<file path="config.mk">
export PLATFORM = sky130hd
export DESIGN_NAME = mp2_control
export DESIGN_NICKNAME = d
export VERILOG_FILES = /design/src/rtl/mp2_control_pkg.sv /design/src/rtl/mp2_control.sv
export SDC_FILE = /design/constraint.sdc
export NUM_CORES = 1
export LEC_CHECK = 0
export ABC_AREA = 1
export ABC_CLOCK_PERIOD_IN_PS = 1440
export BUFFER_PORTS_ARGS = -buffer_cell sky130_fd_sc_hd__buf_2
export CORE_MARGIN = 5
export CORE_UTILIZATION = 35
export DETAILED_ROUTE_END_ITERATION = 16
export PLACE_DENSITY = 0.77
export SLEW_MARGIN = 30
export SYNTH_ARGS = -nofsm -noshare
export SYNTH_HDL_FRONTEND = slang
export SYNTH_SLANG_ARGS = --single-unit
</file>
<file path="constraint.sdc">
create_clock -name clk -period 1.44 [get_ports clk]
set_input_delay 0.144 -clock clk [delete_from_list [all_inputs] [get_ports clk]]
set_output_delay 0.144 -clock clk [all_outputs]
set_load 0.005 [all_outputs]
</file>
<file path="src/rtl/mp2_control_pkg.sv">
// Shared RV32I control types: datapath mux selects, ALU/CMP ops,
// funct3 encodings and the control FSM state codes.
package mp2_control_pkg;

    typedef enum logic [6:0] {
        OP_LUI   = 7'b0110111,
        OP_AUIPC = 7'b0010111,
        OP_JAL   = 7'b1101111,
        OP_JALR  = 7'b1100111,
        OP_BR    = 7'b1100011,
        OP_LOAD  = 7'b0000011,
        OP_STORE = 7'b0100011,
        OP_IMM   = 7'b0010011,
        OP_REG   = 7'b0110011
    } opcode_t;

    typedef enum logic [1:0] {
        PCMUX_PC_PLUS4, PCMUX_ALU_OUT, PCMUX_ALU_MOD2
    } pcmux_sel_t;

    typedef enum logic {
        ALUMUX1_RS1_OUT, ALUMUX1_PC_OUT
    } alumux1_sel_t;

    typedef enum logic [2:0] {
        ALUMUX2_I_IMM, ALUMUX2_U_IMM, ALUMUX2_B_IMM,
        ALUMUX2_S_IMM, ALUMUX2_J_IMM, ALUMUX2_RS2_OUT
    } alumux2_sel_t;

    typedef enum logic [3:0] {
        RFMUX_ALU_OUT, RFMUX_BR_EN, RFMUX_U_IMM, RFMUX_LW, RFMUX_PC_PLUS4,
        RFMUX_LB, RFMUX_LBU, RFMUX_LH, RFMUX_LHU
    } regfilemux_sel_t;

    typedef enum logic {
        MARMUX_PC_OUT, MARMUX_ALU_OUT
    } marmux_sel_t;

    typedef enum logic {
        CMPMUX_RS2_OUT, CMPMUX_I_IMM
    } cmpmux_sel_t;

    typedef enum logic [2:0] {
        ALU_ADD, ALU_SLL, ALU_SRA, ALU_SUB,
        ALU_XOR, ALU_SRL, ALU_OR, ALU_AND
    } alu_ops_t;

    typedef enum logic [2:0] {
        BR_BEQ = 3'b000, BR_BNE = 3'b001, BR_BLT = 3'b100,
        BR_BGE = 3'b101, BR_BLTU = 3'b110, BR_BGEU = 3'b111
    } branch_funct3_t;

    typedef enum logic [2:0] {
        LD_LB = 3'b000, LD_LH = 3'b001, LD_LW = 3'b010,
        LD_LBU = 3'b100, LD_LHU = 3'b101
    } load_funct3_t;

    typedef enum logic [2:0] {
        ST_SB = 3'b000, ST_SH = 3'b001, ST_SW = 3'b010
    } store_funct3_t;

    typedef enum logic [2:0] {
        F3_ADD, F3_SLL, F3_SLT, F3_SLTU, F3_XOR, F3_SR, F3_OR, F3_AND
    } arith_funct3_t;

    typedef logic [4:0] ctrl_state_t;

    localparam ctrl_state_t S_FETCH1    = 5'd0;
    localparam ctrl_state_t S_FETCH2    = 5'd1;
    localparam ctrl_state_t S_FETCH3    = 5'd2;
    localparam ctrl_state_t S_DECODE    = 5'd3;
    localparam ctrl_state_t S_IMM       = 5'd4;
    localparam ctrl_state_t S_REG       = 5'd5;
    localparam ctrl_state_t S_LUI       = 5'd6;
    localparam ctrl_state_t S_AUIPC     = 5'd7;
    localparam ctrl_state_t S_BR        = 5'd8;
    localparam ctrl_state_t S_JAL       = 5'd9;
    localparam ctrl_state_t S_JALR      = 5'd10;
    localparam ctrl_state_t S_CALC_ADDR = 5'd11;
    localparam ctrl_state_t S_LD1       = 5'd12;
    localparam ctrl_state_t S_LD2       = 5'd13;
    localparam ctrl_state_t S_ST1       = 5'd14;
    localparam ctrl_state_t S_ST2       = 5'd15;
    localparam ctrl_state_t S_HALT      = 5'd16;

    typedef struct packed {
        pcmux_sel_t      pcmux;
        alumux1_sel_t    alumux1;
        alumux2_sel_t    alumux2;
        regfilemux_sel_t rfmux;
        marmux_sel_t     marmux;
        cmpmux_sel_t     cmpmux;
        alu_ops_t        aluop;
        branch_funct3_t  cmpop;
        logic            load_pc;
        logic            load_ir;
        logic            load_regfile;
        logic            load_mar;
        logic            load_mdr;
        logic            load_data_out;
        logic            mem_read;
        logic            mem_write;
        logic [3:0]      mem_byte_enable;
    } ctrl_t;

    // funct3 already matches alu_ops except for the add/sub and srl/sra pairs
    function automatic alu_ops_t arith_aluop(input logic [2:0] f3,
                                             input logic alt,
                                             input logic is_reg);
        case (f3)
            F3_ADD:  arith_aluop = (is_reg && alt) ? ALU_SUB : ALU_ADD;
            F3_SR:   arith_aluop = alt ? ALU_SRA : ALU_SRL;
            default: arith_aluop = alu_ops_t'(f3);
        endcase
    endfunction

endpackage

</file>
<file path="src/rtl/mp2_control.sv">
// Multicycle RV32I control FSM: sequences fetch, decode and execute,
// driving every datapath select, load enable and memory request.
module mp2_control
    import mp2_control_pkg::*;
#(
    parameter bit TRAP_ON_ILLEGAL = 1'b1
) (
    input  logic       clk,
    input  logic       rst,
    input  logic [6:0] opcode,
    input  logic [2:0] funct3,
    input  logic [6:0] funct7,
    input  logic       br_en,
    input  logic [4:0] rs1,
    input  logic [4:0] rs2,
    input  logic [1:0] mem_addr_lo,
    input  logic       mem_resp,
    output logic [1:0] pcmux_sel,
    output logic       alumux1_sel,
    output logic [2:0] alumux2_sel,
    output logic [3:0] regfilemux_sel,
    output logic       marmux_sel,
    output logic       cmpmux_sel,
    output logic [2:0] aluop,
    output logic [2:0] cmpop,
    output logic       load_pc,
    output logic       load_ir,
    output logic       load_regfile,
    output logic       load_mar,
    output logic       load_mdr,
    output logic       load_data_out,
    output logic       mem_read,
    output logic       mem_write,
    output logic [3:0] mem_byte_enable
);

    ctrl_state_t state_q, state_d;
    ctrl_t       ctrl;
    logic        unused_ok;

    assign unused_ok = ^{rs1, rs2, funct7[6], funct7[4:0]};

    function automatic ctrl_t set_defaults(input logic [2:0] f3);
        ctrl_t c;
        c                 = '0;
        c.aluop           = ALU_ADD;
        c.cmpop           = branch_funct3_t'(f3);
        c.mem_byte_enable = 4'b1111;
        return c;
    endfunction

    always_ff @(posedge clk) begin
        if (rst) state_q <= S_FETCH1;
        else     state_q <= state_d;
    end

    always_comb begin
        state_d = state_q;
        case (state_q)
            S_FETCH1: state_d = S_FETCH2;
            S_FETCH2: if (mem_resp) state_d = S_FETCH3;
            S_FETCH3: state_d = S_DECODE;
            S_DECODE: begin
                case (opcode)
                    OP_IMM:   state_d = S_IMM;
                    OP_REG:   state_d = S_REG;
                    OP_LUI:   state_d = S_LUI;
                    OP_AUIPC: state_d = S_AUIPC;
                    OP_BR:    state_d = S_BR;
                    OP_JAL:   state_d = S_JAL;
                    OP_JALR:  state_d = S_JALR;
                    OP_LOAD,
                    OP_STORE: state_d = S_CALC_ADDR;
                    // ST2 only advances the PC, which is exactly a NOP
                    default:  state_d = TRAP_ON_ILLEGAL ? S_HALT : S_ST2;
                endcase
            end
            S_CALC_ADDR: state_d = (opcode == OP_LOAD) ? S_LD1 : S_ST1;
            S_LD1:  if (mem_resp) state_d = S_LD2;
            S_ST1:  if (mem_resp) state_d = S_ST2;
            S_HALT: state_d = S_HALT;
            default: state_d = S_FETCH1;
        endcase
    end

    always_comb begin
        ctrl = set_defaults(funct3);
        case (state_q)
            S_FETCH1: begin
                ctrl.marmux   = MARMUX_PC_OUT;
                ctrl.load_mar = 1'b1;
            end
            S_FETCH2, S_LD1: begin
                ctrl.mem_read = 1'b1;
                ctrl.load_mdr = 1'b1;
            end
            S_FETCH3: ctrl.load_ir = 1'b1;
            S_IMM, S_REG: begin
                ctrl.alumux1      = ALUMUX1_RS1_OUT;
                ctrl.alumux2      = (state_q == S_REG) ? ALUMUX2_RS2_OUT
                                                       : ALUMUX2_I_IMM;
                ctrl.aluop        = arith_aluop(funct3, funct7[5],
                                                state_q == S_REG);
                ctrl.load_regfile = 1'b1;
                ctrl.load_pc      = 1'b1;
                if (funct3 == F3_SLT || funct3 == F3_SLTU) begin
                    ctrl.rfmux  = RFMUX_BR_EN;
                    ctrl.cmpop  = (funct3 == F3_SLT) ? BR_BLT : BR_BLTU;
                    ctrl.cmpmux = (state_q == S_REG) ? CMPMUX_RS2_OUT
                                                     : CMPMUX_I_IMM;
                end
            end
            S_LUI: begin
                ctrl.rfmux        = RFMUX_U_IMM;
                ctrl.load_regfile = 1'b1;
                ctrl.load_pc      = 1'b1;
            end
            S_AUIPC: begin
                ctrl.alumux1      = ALUMUX1_PC_OUT;
                ctrl.alumux2      = ALUMUX2_U_IMM;
                ctrl.load_regfile = 1'b1;
                ctrl.load_pc      = 1'b1;
            end
            S_BR: begin
                ctrl.alumux1 = ALUMUX1_PC_OUT;
                ctrl.alumux2 = ALUMUX2_B_IMM;
                ctrl.cmpmux  = CMPMUX_RS2_OUT;
                ctrl.pcmux   = br_en ? PCMUX_ALU_OUT : PCMUX_PC_PLUS4;
                ctrl.load_pc = 1'b1;
            end
            S_JAL, S_JALR: begin
                ctrl.rfmux        = RFMUX_PC_PLUS4;
                ctrl.load_regfile = 1'b1;
                ctrl.load_pc      = 1'b1;
                if (state_q == S_JAL) begin
                    ctrl.alumux1 = ALUMUX1_PC_OUT;
                    ctrl.alumux2 = ALUMUX2_J_IMM;
                    ctrl.pcmux   = PCMUX_ALU_OUT;
                end else begin
                    ctrl.alumux1 = ALUMUX1_RS1_OUT;
                    ctrl.alumux2 = ALUMUX2_I_IMM;
                    ctrl.pcmux   = PCMUX_ALU_MOD2;
                end
            end
            S_CALC_ADDR: begin
                ctrl.marmux   = MARMUX_ALU_OUT;
                ctrl.load_mar = 1'b1;
                if (opcode == OP_STORE) begin
                    ctrl.alumux2       = ALUMUX2_S_IMM;
                    ctrl.load_data_out = 1'b1;
                end
            end
            S_LD2: begin
                case (funct3)
                    LD_LB:   ctrl.rfmux = RFMUX_LB;
                    LD_LH:   ctrl.rfmux = RFMUX_LH;
                    LD_LBU:  ctrl.rfmux = RFMUX_LBU;
                    LD_LHU:  ctrl.rfmux = RFMUX_LHU;
                    default: ctrl.rfmux = RFMUX_LW;
                endcase
                ctrl.load_regfile = 1'b1;
                ctrl.load_pc      = 1'b1;
            end
            S_ST1: begin
                ctrl.mem_write = 1'b1;
                case (funct3)
                    ST_SB:   ctrl.mem_byte_enable = 4'b0001 << mem_addr_lo;
                    ST_SH:   ctrl.mem_byte_enable = 4'b0011 << mem_addr_lo;
                    default: ctrl.mem_byte_enable = 4'b1111;
                endcase
            end
            S_ST2: ctrl.load_pc = 1'b1;
            default: ;
        endcase
    end

    assign pcmux_sel       = ctrl.pcmux;
    assign alumux1_sel     = ctrl.alumux1;
    assign alumux2_sel     = ctrl.alumux2;
    assign regfilemux_sel  = ctrl.rfmux;
    assign marmux_sel      = ctrl.marmux;
    assign cmpmux_sel      = ctrl.cmpmux;
    assign aluop           = ctrl.aluop;
    assign cmpop           = ctrl.cmpop;
    assign load_pc         = ctrl.load_pc;
    assign load_ir         = ctrl.load_ir;
    assign load_regfile    = ctrl.load_regfile;
    assign load_mar        = ctrl.load_mar;
    assign load_mdr        = ctrl.load_mdr;
    assign load_data_out   = ctrl.load_data_out;
    assign mem_read        = ctrl.mem_read;
    assign mem_write       = ctrl.mem_write;
    assign mem_byte_enable = ctrl.mem_byte_enable;

endmodule

</file>
## After elaboration in Yosys (flattened, before gate mapping)

Index checks and enable logic that the tools add are counted.

- Bits in registers: 5
- Bits in latches: 0
- RAM bits: 0
- ROM bits: 0
- Input port bits: 33
- Logic and storage cells: 84
- Memories: 0

- Add/subtract/negate cells: 0
- $mul: 0
- Div/mod/pow operators: 0
- Order comparisons: 0
- Equal/unequal tests: 33
- Shift-type cells: 2
- Mux-type cells: 35
- Bitwise operators: 0
- Reduce and logical (&&, ||, !) cells: 13

Operator list:

| operator | count |
|---|---|
| one-hot mux 5 bit (8 select lines) | 2 |
| equality test 5 x 4 -> 1 bit (second input constant) | 8 |
| one-hot mux 4 bit (4 select lines) | 2 |
| equality test 7 x 6 -> 1 bit (second input constant) | 3 |
| equality test 7 bit (second input constant) | 3 |
| equality test 5 x 3 -> 1 bit (second input constant) | 4 |
| two-way mux 5 bit | 4 |
| one-hot mux 3 bit (5 select lines) | 1 |
| equality test 7 x 5 -> 1 bit (second input constant) | 2 |
| two-way mux 1 bit | 13 |
| two-way mux 6 bit | 2 |
| OR reduction 2 bit | 6 |
| equality test 5 x 2 -> 1 bit (second input constant) | 2 |
| two-way mux 3 bit | 3 |
| OR reduction 9 bit | 1 |
| two-way mux 2 bit | 4 |
| one-hot mux 4 bit (2 select lines) | 1 |
| equality test 7 x 2 -> 1 bit (second input constant) | 1 |
| OR reduction 7 bit | 1 |
| equality test 3 x 2 -> 1 bit (second input constant) | 2 |
| equality test 3 bit (second input constant) | 2 |
| != test 2 bit (second input constant) | 3 |
| one-hot mux 3 bit (2 select lines) | 1 |
| equality test 5 x 1 -> 1 bit (second input constant) | 1 |
| 11 further kinds | 11 |

## Longest topological paths before layout

Gate-level depths: netlist (run 1).

- Depth after elaboration: 5
- Gate-level depth with buffers: 10
- Mapped depth without buffers: 10

## Least setup slack after synthesis (run 1)

Ideal clock, no wire load.

- Path kind: reg-to-output
- Start point: register state_q[0]
- End point: output port load_pc
- Data arrival time: 1,065 ps
- Path slack: 231 ps
- Cell stages (with the launch flop): 7
- Path through: dfxtp_1 > nor2_2 > inv_2 > nor2_1 > nor2_2 > nand3_1 > or2_1

- Word-level cells in the longest chain between the ends: 3
- Elaborated cells between the ends (all ways): 11
- Those cells by class: 9 x eq/ne; 1 x mux; 1 x reduce/logical

Ends and longest elaborated chain:

| what | RTL line | RTL |
|---|---|---|
| start, declared | mp2_control.sv:37 | `ctrl_state_t state_q, state_d;` |
| start signal, assigned | mp2_control.sv:54 | `else state_q <= state_d;` |
| equality test 5 x 3 -> 1 bit / equality test 5 x 4 -> 1 bit (equally long branches) | mp2_control.sv:88 | `case (state_q)` |
| OR reduction 9 bit (no source line) * | n/a |  |
| two-way mux 1 bit * | mp2_control.sv:88 |  |
| end, declared | mp2_control.sv:26 | `output logic load_pc,` |

Every way passes the cells marked *; elsewhere a longest branch is shown, timed or not.

## Worst setup path after layout (run 1)

- Start point: register state_q[2]
- End point: output port load_pc

The elaborated chain is that of the path after synthesis.

==> results of run 1 <==
[cells by family (layout without fill, tap and decap cells)]
family	count (synthesis)	count (layout)	synth area share [%]
flops	5	5	12.2
compound gates	31	31	20.8
simple gates	91	91	53.3
buf+inv	29	100	13.7
[worst reg2reg max path, cell delays in order (launching register included)]
cell,delay (ns)
dfxtp_4,0.39
buf_4,0.14
nand2_4,0.08
nor2_4,0.16
buf_4,0.13
buf_4,0.10
nand2_1,0.05
nand2_1,0.05
nor2_1,0.04
nand2_1,0.06
nand2_1,0.06
a21oi_2,0.11
[placed cells by master, fill, tap and decap left out, types with 4 or more instances in the layout]
cell / synthesis / routed
nor2_1: 29 / 25
o21ai_1: 4 / 5
o21ai_0: 12 / 9
inv_4: 0 / 5
dfxtp_4: 0 / 4
inv_1: 19 / 16
nand2_1: 28 / 27
buf_4: 1 / 20
nand3_1: 14 / 11
nor2_4: 1 / 5
inv_2: 9 / 7
buf_2: 0 / 46
nor2_2: 5 / 5
a21oi_1: 8 / 7
[routing by layer]
metal	global-route usage, %	vias up	wire length [um]	part of all wire, %
met2	29.2	35	1620	54
met5	0	-	0	0
li1	-	657	-	-
met4	3.97	0	19	0.63
met1	20.4	567	1230	41
met3	2.85	4	149	4.9
[power by group through the flow]
stage	sequential (W)	combinational [W]	clock, W
global route	0.000177	0.000378	0.000185
detailed placement	0.000169	0.000252	0
floorplan	0.000168	0.000156	0
finish	0.000176	0.000340	0.000158
global placement	0.000168	0.000250	0
CTS	0.000174	0.000294	0.000165
[per-stage QoR]
| step | power (W) | cells | instance area (um2) | hold slack (ns) |
|---|---|---|---|---|
| 2_1_floorplan | 0.000324 | 156 | 820 | 0.206 |
| 3_3_place_gp | 0.000419 | 234 | 1110 | 0.366 |
| 3_5_place_dp | 0.000421 | 234 | 1110 | 0.363 |
| 4_1_cts | 0.000632 | 246 | 1290 | 0.0960 |
| 5_1_grt | 0.000739 | 255 | 1450 | 0.0876 |
| 6_report | 0.000674 | 255 | 1450 | 0.101 |
[area by class of cell]
type,instances,area [um2],area share (%)
Clock inverter,1,5.00,0.344
Multi-Input combinational cell,122,754,51.9
Timing Repair Buffer,68,403,27.7
Inverter,28,118,8.09
Tap cell,28,35.0,2.41
Clock buffer,3,22.5,1.55
Sequential cell,5,116,8.00
[synthesized netlist by cell type (all sizes together)]
library cell and instances:
a211oi 1, a21oi 9, a31oi 1, buf 1, dfxtp 5, inv 28
nand2 30, nand3 15, nand3b 1, nand4 3, nor2 35, nor3 5
nor4 1, o21ai 16, o22ai 3, o32ai 1, or2 1
[how the worst max path moves through the flow]
stage                from  endpoint  slack [ns]  cells past startpoint
6_report       state_q[2]   load_pc       -0.11                      6
5_1_grt        state_q[2]   load_pc       -0.20                      6
4_1_cts        state_q[2]   load_pc       -0.08                      6
3_5_place_dp   state_q[0]   load_pc         0.1                      7
3_3_place_gp   state_q[2]   load_pc        0.10                      6
2_1_floorplan  state_q[0]   load_pc        0.23                      6
[timing repair]
item,4_1_cts,5_1_grt
resized for setup,26,24
buffers inserted,8,9
pin swaps,4,6
hold endpoints to repair,0,0
hold buffers,0,0
endpoints found under the setup margin,22,26
==> metrics, run 1 <==
GRT Overall Usage=16.4%; cell count after synthesis=156; status=finished with violations; Overflow after GRT=0; fmax=646 MHz; drt drc=0; Reg-to-Reg End=state_q[1]; Final Hold Viols=0; die area=0.00341 mm2; Antenna Cells=0; DR vias=about 1300; DR WL/cell=11.8 um; Startpoint Class=flop; CP Class=flop to output pin; Syn Nets=189; total wire length=around 3000 um; delay-heaviest family, CP=simple AND/OR/NAND/NOR gates; initial antenna violation count=0; Psw=about 0.00029 W; TritonCTS buffer count=3; Clock Skew=0.00455 ns; post-placement setup slack=~0.099 ns; Slew @ Worst Pin=0.284 ns; Worst Hold Class=input port to flop; Comb pwr share=50.4%; routability cong.=roughly 0.86; Power Dens Cells=464 mW/mm2; first-pass GRT wire length=4610 um; count of final max-slew check failures=0; worst-path maximum fanout=6; final worst slack=-0.108 ns; vias in the first global route=about 1100; fillcell total=roughly 220; I/O Pins=63; #FFs+latches synth=5; Syn Area/Cell=between 5 and 6 um2; Tmin final=1.55 ns; First DRT Iteration DRCs=38; CP endpoint kind=output pin; CP required=around 1.3 ns; Top Registers=state_q (5); largest net degree at the start of global routing=9; Max transition margin=approximately four fifths; maxcap violations=0; drt first pass iters=4; Final ANT Viol Nets=0; Worst R2R Setup Slack=roughly 0.020 ns; switch share=between 40% and 50%; clock share of power=23.5%; setup violators final=18; # rows=17; hold path depth=2; Biggest register=state_q; final layout net count=261; CTS tree=done; Seq/Total Area, Yosys=12.2%; sequential share of power=26.1%; Peak supply drop=just over 0.4 mV; Synth area leaders=nor2_1 (13%), nand2_1 (13%), dfxtp_1 (12%), inv_1 (8.7%), nand3_1 (8.5%); root buffer cell=clkbuf_4; max reg flops=5; worst skew pair latency=0.24 ns; Synth Cell Area=820 um2; Die W=58.4 um; vias per cell=4.95; CTS clk-pin slew, worst paths=0.05 ns; Final HPWL DP=2090 um; synth unique cells=25; RSZ-0062 raised after global routing=yes; Leak=about 0.74 nW; top-area cell type share of the netlist area=13.3%; CP Data Arrival Time=between 1 and 1.5 ns; Initial Util=between 30 and 40%; Core Util, Final=65.1%; CTS HTree Levels=1; Int Pwr=0.000384 W; Core Region=0.00223 mm2; Hold Startpoint=rst; share of cells above drive strength 1=52.9%; YS warnings=0; input/output buffers=46; crit path buf inv count=1; hold endpoint=state_q[1]; Clock Sinks=5; R2R depth=11; Area Growth Syn to Fin=77.4%; CP peak stage delay=between 0.3 and 0.4 ns; Critical Path Slowest Stage Cell=dfxtp_4; setup_tns=-0.693 ns; Tcrit/Tclk final=108%; failing checks=negative setup slack; Die H=58.4 um; CP Cell Sequence=nand3b_4, nor2_2, nor2_2, nand3_2, or2_1, buf_2; Clock Path Buffers=2; area leader, netlist=nor2_1; r2r startpoint=state_q[1]; most used cell, CP=nor2_2
(Power assumes the default switching activity.)
==> run 2: changes to the inputs <==
--- a/config.mk
+++ b/config.mk
@@ -6,12 +6,12 @@
 export NUM_CORES = 1
 export LEC_CHECK = 0
 export ABC_AREA = 1
-export ABC_CLOCK_PERIOD_IN_PS = 1440
 export BUFFER_PORTS_ARGS = -buffer_cell sky130_fd_sc_hd__buf_2
 export CORE_MARGIN = 5
 export CORE_UTILIZATION = 35
 export DETAILED_ROUTE_END_ITERATION = 16
 export PLACE_DENSITY = 0.77
+export SETUP_SLACK_MARGIN = 0.3
 export SLEW_MARGIN = 30
 export SYNTH_ARGS = -nofsm -noshare
 export SYNTH_HDL_FRONTEND = slang
==> metrics, run 2 (synthesized netlist as in run 1, its figures left out) <==
status=finished with violations; failing checks=negative setup slack; worst-path maximum fanout=5; Psw=0.000308 W; Hold Startpoint=rst; Area Growth Syn to Fin=86.3%; Tmin final=1.56 ns; sequential share of power=24.6%; initial antenna violation count=0; Initial Util=a little under two fifths; Slew @ Worst Pin=0.338 ns; DR vias=1330; count of final max-slew check failures=0; Final HPWL DP=2090 um; vias in the first global route=1301; First DRT Iteration DRCs=27; r2r startpoint=state_q[1]; CTS clk-pin slew, worst paths=0.04 ns; Final Non-Filler Cells=257; maxcap violations=0; CP Class=flop to output pin; Power Dens Cells=about 470 mW/mm2; Clock Sinks=5; post-placement setup slack=0.124 ns; worst skew pair latency=0.24 ns; Core Region=around 0.0022 mm2; CP Data Arrival Time=1.42 ns; I/O Pins=63; TritonCTS buffer count=3; CP Cell Sequence=inv_4, nand4_1, nor3_2, inv_2, a21oi_2, buf_2; fmax=641 MHz; first-pass GRT wire length=5290 um; Worst Hold Class=input port to flop; Biggest register=state_q; Die H=58.4 um; final layout net count=263; Critical Path Slowest Stage Cell=dfxtp_4; RSZ-0062 raised after global routing=yes; Clock Skew=just over 0.004 ns; root buffer cell=clkbuf_4; setup violators final=22; Overflow after GRT=0; R2R depth=11; Tcrit/Tclk final=108%; drt drc=0; total wire length=3480 um; crit path buf inv count=3; Die W=58.4 um; Int Pwr=0.000411 W; Antenna Cells=0; DR WL/cell=13.6 um; Comb pwr share=53.2%; CP peak stage delay=between 0.3 and 0.4 ns; Cells after DPL=232; delay-heaviest family, CP=simple AND/OR/NAND/NOR gates; hold endpoint=state_q[1]; Max transition margin=77.2%; Reg-to-Reg End=state_q[1]; Final ANT Viol Nets=0; clock share of power=22.1%; Final Hold Viols=0; Worst R2R Setup Slack=0.02 ns; CTS tree=done; die area=0.00341 mm2; routability cong.=0.891; Leak=about 0.75 nW; switch share=42.9%; share of cells above drive strength 1=55.5%; Startpoint Class=flop; GRT Overall Usage=around a fifth; max reg flops=5; largest net degree at the start of global routing=9; fillcell total=~200; # rows=17; input/output buffers=46; CP required=roughly 1.3 ns; vias per cell=5.18; Peak supply drop=0.430 mV; Clock Path Buffers=2; CTS HTree Levels=1; commonest non-fill, non-tap cell in the layout=buf_2; CP endpoint kind=output pin; most frequent cells in the layout=buf_2 (45), nand2_1 (27), nor2_1 (21), buf_4 (17), inv_1 (16); drt first pass iters=4; Top Registers=state_q (5); hold path depth=2; final worst slack=-0.120 ns
## run 2: changes by cell type in the layout (fill, tap and decap cells not counted), sizes merged
cell and delta:
clkbuf +1, clkinv -1, buf +2
## run 2: worst max path at each step
stage / startpoint / end / slack (ns) / cells after the start
finish: state_q[1] / regfilemux_sel[0] / -0.12 / 6
CTS: state_q[2] / load_pc / -0.08 / 6
global placement: state_q[3] / mem_byte_enable[1] / 0.14 / 4
global route: state_q[4] / alumux1_sel / -0.18 / 6
floorplan: state_q[2] / load_pc / 0.30 / 5
detailed placement: state_q[3] / mem_byte_enable[1] / 0.12 / 4
## run 2: power groups by stage
| stage | Clock (W) | Sequential (W) | Combinational, W |
|---|---|---|---|
| global route | 0.000174 | 0.000178 | 0.000418 |
| finish | 0.000159 | 0.000177 | 0.000383 |
| global placement | 0 | 0.000173 | 0.000237 |
| detailed placement | 0 | 0.000174 | 0.000238 |
| floorplan | 0 | 0.000170 | 0.000158 |
| CTS | 0.000167 | 0.000174 | 0.000313 |
## run 2: repair_timing
item	in CTS	in global routing
setup endpoints to repair	35	35
gates resized for setup	46	18
setup buffers	13	8
hold buffers	0	0
pin swaps	6	6
## run 2: cell type report
cell class,instances,area (um2),share of cell area (%)
sequential,5,116,7.62
multi-input combinational,122,786,51.5
inverter,28,120,7.87
clock buffer,4,26.3,1.72
tap,28,35.0,2.30
timing repair buffer,70,443,29.0
## run 2: per-stage QoR
stage | setup TNS [ns] | utilization [%] | hold WS [ns] | total power (W) | cell area, um2
2_1_floorplan | 0 | - | 0.199 | 0.000328 | 828
3_3_place_gp | 0 | 49.6 | 0.356 | 0.000411 | 1110
4_1_cts | -0.668 | 62.2 | 0.103 | 0.000655 | 1390
3_5_place_dp | 0 | 49.6 | 0.358 | 0.000412 | 1110
5_1_grt | -3.03 | 68.3 | 0.118 | 0.000771 | 1530
6_report | -1.22 | 68.3 | 0.111 | 0.000719 | 1530
## run 2: routing by layer
metal | GRT usage [%] | part of all wire, % | up-vias
met4 | 6.95 | 2.4 | 0
met5 | 0 | 0 | -
met2 | 36.2 | 53 | 51
li1 | - | - | 656
met3 | 3.73 | 7.1 | 10
met1 | 20.9 | 38 | 613
==> run 3: changes to the inputs <==
--- a/config.mk
+++ b/config.mk
@@ -7,10 +7,13 @@
 export LEC_CHECK = 0
 export ABC_AREA = 1
 export BUFFER_PORTS_ARGS = -buffer_cell sky130_fd_sc_hd__buf_2
+export CELL_PAD_IN_SITES_DETAIL_PLACEMENT = 1
+export CELL_PAD_IN_SITES_GLOBAL_PLACEMENT = 1
 export CORE_MARGIN = 5
-export CORE_UTILIZATION = 35
+export CORE_UTILIZATION = 23
 export DETAILED_ROUTE_END_ITERATION = 16
-export PLACE_DENSITY = 0.77
+export PLACE_DENSITY = 0.83
+export REMOVE_ABC_BUFFERS = 1
 export SETUP_SLACK_MARGIN = 0.3
 export SLEW_MARGIN = 30
 export SYNTH_ARGS = -nofsm -noshare
==> metrics, run 3 (synthesized netlist as in run 1, its figures left out) <==
status=finished with violations; failing checks=negative setup slack; Die H=roughly 70 um; hold_ws=0.128 ns; Final Hold Viols=0; most frequent cells in the layout=buf_2 (45), nand2_1 (26), buf_4 (22), nor2_1 (21), inv_1 (16); initial antenna violation count=0; vias in the first global route=approximately 1300; Clock Sinks=5; Leak=roughly 0.78 nW; Antenna Cells=0; die area=0.00486 mm2; Core Util, Final=between 40% and 50%; Final ANT Viol Nets=0; share of cells above drive strength 1=between 50% and 60%; maxcap violations=0; drt drc=0; Tcrit/Tclk final=111%; I/O Pins=63; Startpoint Class=flop; RSZ-0062 raised after global routing=yes; largest net degree at the start of global routing=9; Critical Path Slowest Stage Cell=dfxtp_2; Design Power=~0.00079 W; Area Growth Syn to Fin=97.9%; Slew @ Worst Pin=a little over 0.3 ns; input/output buffers=46; Peak supply drop=approximately 0.35 mV; Initial Util=between 20% and 30%; routability cong.=0.732; GRT Overall Usage=15.2%; commonest non-fill, non-tap cell in the layout=buf_2; Final Non-Filler Cells=280; DR vias=around 1300; TritonCTS buffer count=3; Top Registers=state_q (5); count of final max-slew check failures=0; # rows=21; Tmin final=1.60 ns; CTS tree=done; Worst Hold Class=input port to flop; Overflow after GRT=0; CP peak stage delay=0.35 ns; CTS HTree Levels=1; max reg flops=5; Power Dens Cells=490 mW/mm2; CP endpoint kind=output pin; first-pass GRT wire length=6240 um; Max transition margin=79.6%; CP required=1.30 ns; CP Cell Sequence=clkinv_4, nand3b_4, buf_4, o22ai_1, or2_1, buf_2; worst skew pair latency=0.25 ns; CTS clk-pin slew, worst paths=0.05 ns; DR WL/cell=between 15 and 20 um; post-placement setup slack=0.0218 ns; Cells after DPL=approximately 250; worst-path maximum fanout=6; total wire length=4280 um; Die W=69.7 um; Core Region=about 0.0034 mm2; Clock Path Buffers=2; setup violators final=21; root buffer cell=clkbuf_4; CP Data Arrival Time=1.45 ns; final layout net count=268; fmax=626 MHz; CP Class=flop to output pin; First DRT Iteration DRCs=50; vias per cell=4.77; hold buffer count at cts=0; drt first pass iters=4; Clock Skew=0.00877 ns; Biggest register=state_q; Final HPWL DP=about 2600 um; final worst slack=-0.158 ns
run 3: power breakdown:
| group | total [W] | switching, W | leakage [nW] | internal [W] |
|---|---|---|---|---|
| sequential | 0.000179 | 0.0000288 | 0.0441 | 0.000150 |
| clock | 0.000168 | 0.0000670 | 0.0177 | 0.000101 |
| combinational | 0.000447 | 0.000258 | 0.717 | 0.000189 |
run 3: path summary, 6_finish.rpt:
path | startpoint | to | slack, ns | cells after the start
worst min-delay path | rst | state_q[4] | 0.13 | 2
worst max-delay path | state_q[4] | load_pc | -0.16 | 6
worst max register to register | state_q[0] | state_q[1] | 0.03 | 9
worst min register to register | state_q[4] | state_q[4] | 0.54 | 2
run 3: worst max-delay path: cells and delay by family (launching register included):
kind                   cells  cell delay (ns)
AND/OR/NAND/NOR            2             0.40
buffers and inverters      3             0.38
flip-flops                 1             0.35
AO/OA/AOI/OAI              1             0.07
run 3: through the flow:
step           cell area (um2)  TNS [ns]
3_5_place_dp              1130         0
2_1_floorplan              812         0
6_report                  1620     -1.71
5_1_grt                   1620     -3.68
4_1_cts                   1420    -0.922
3_3_place_gp              1130         0
run 3: per-layer routing:
layer / track usage (%) / up-vias / wire length (um)
met4: 4.26 / 0 / 110
li1: - / 666 / -
met3: 3.33 / 8 / 179
met2: 28.3 / 35 / 2180
met1: 17.3 / 626 / 1810
met5: 0 / - / 0
run 3: layout make-up:
class / instances / area (um2)
Inverter: 28 / 123
Clock buffer: 3 / 22.5
Sequential cell: 5 / 116
Timing Repair Buffer: 75 / 480
Fill cell: 457 / 1770
Tap cell: 46 / 57.6
Multi-Input combinational cell: 122 / 817
Clock inverter: 1 / 5.00
run 3: timing repair:
action | in CTS | in global routing
setup buffers | 16 | 9
endpoints found under the setup margin | 35 | 35
pin swaps | 3 | 15
gates cloned | 0 | 0
resized for setup | 45 | 33
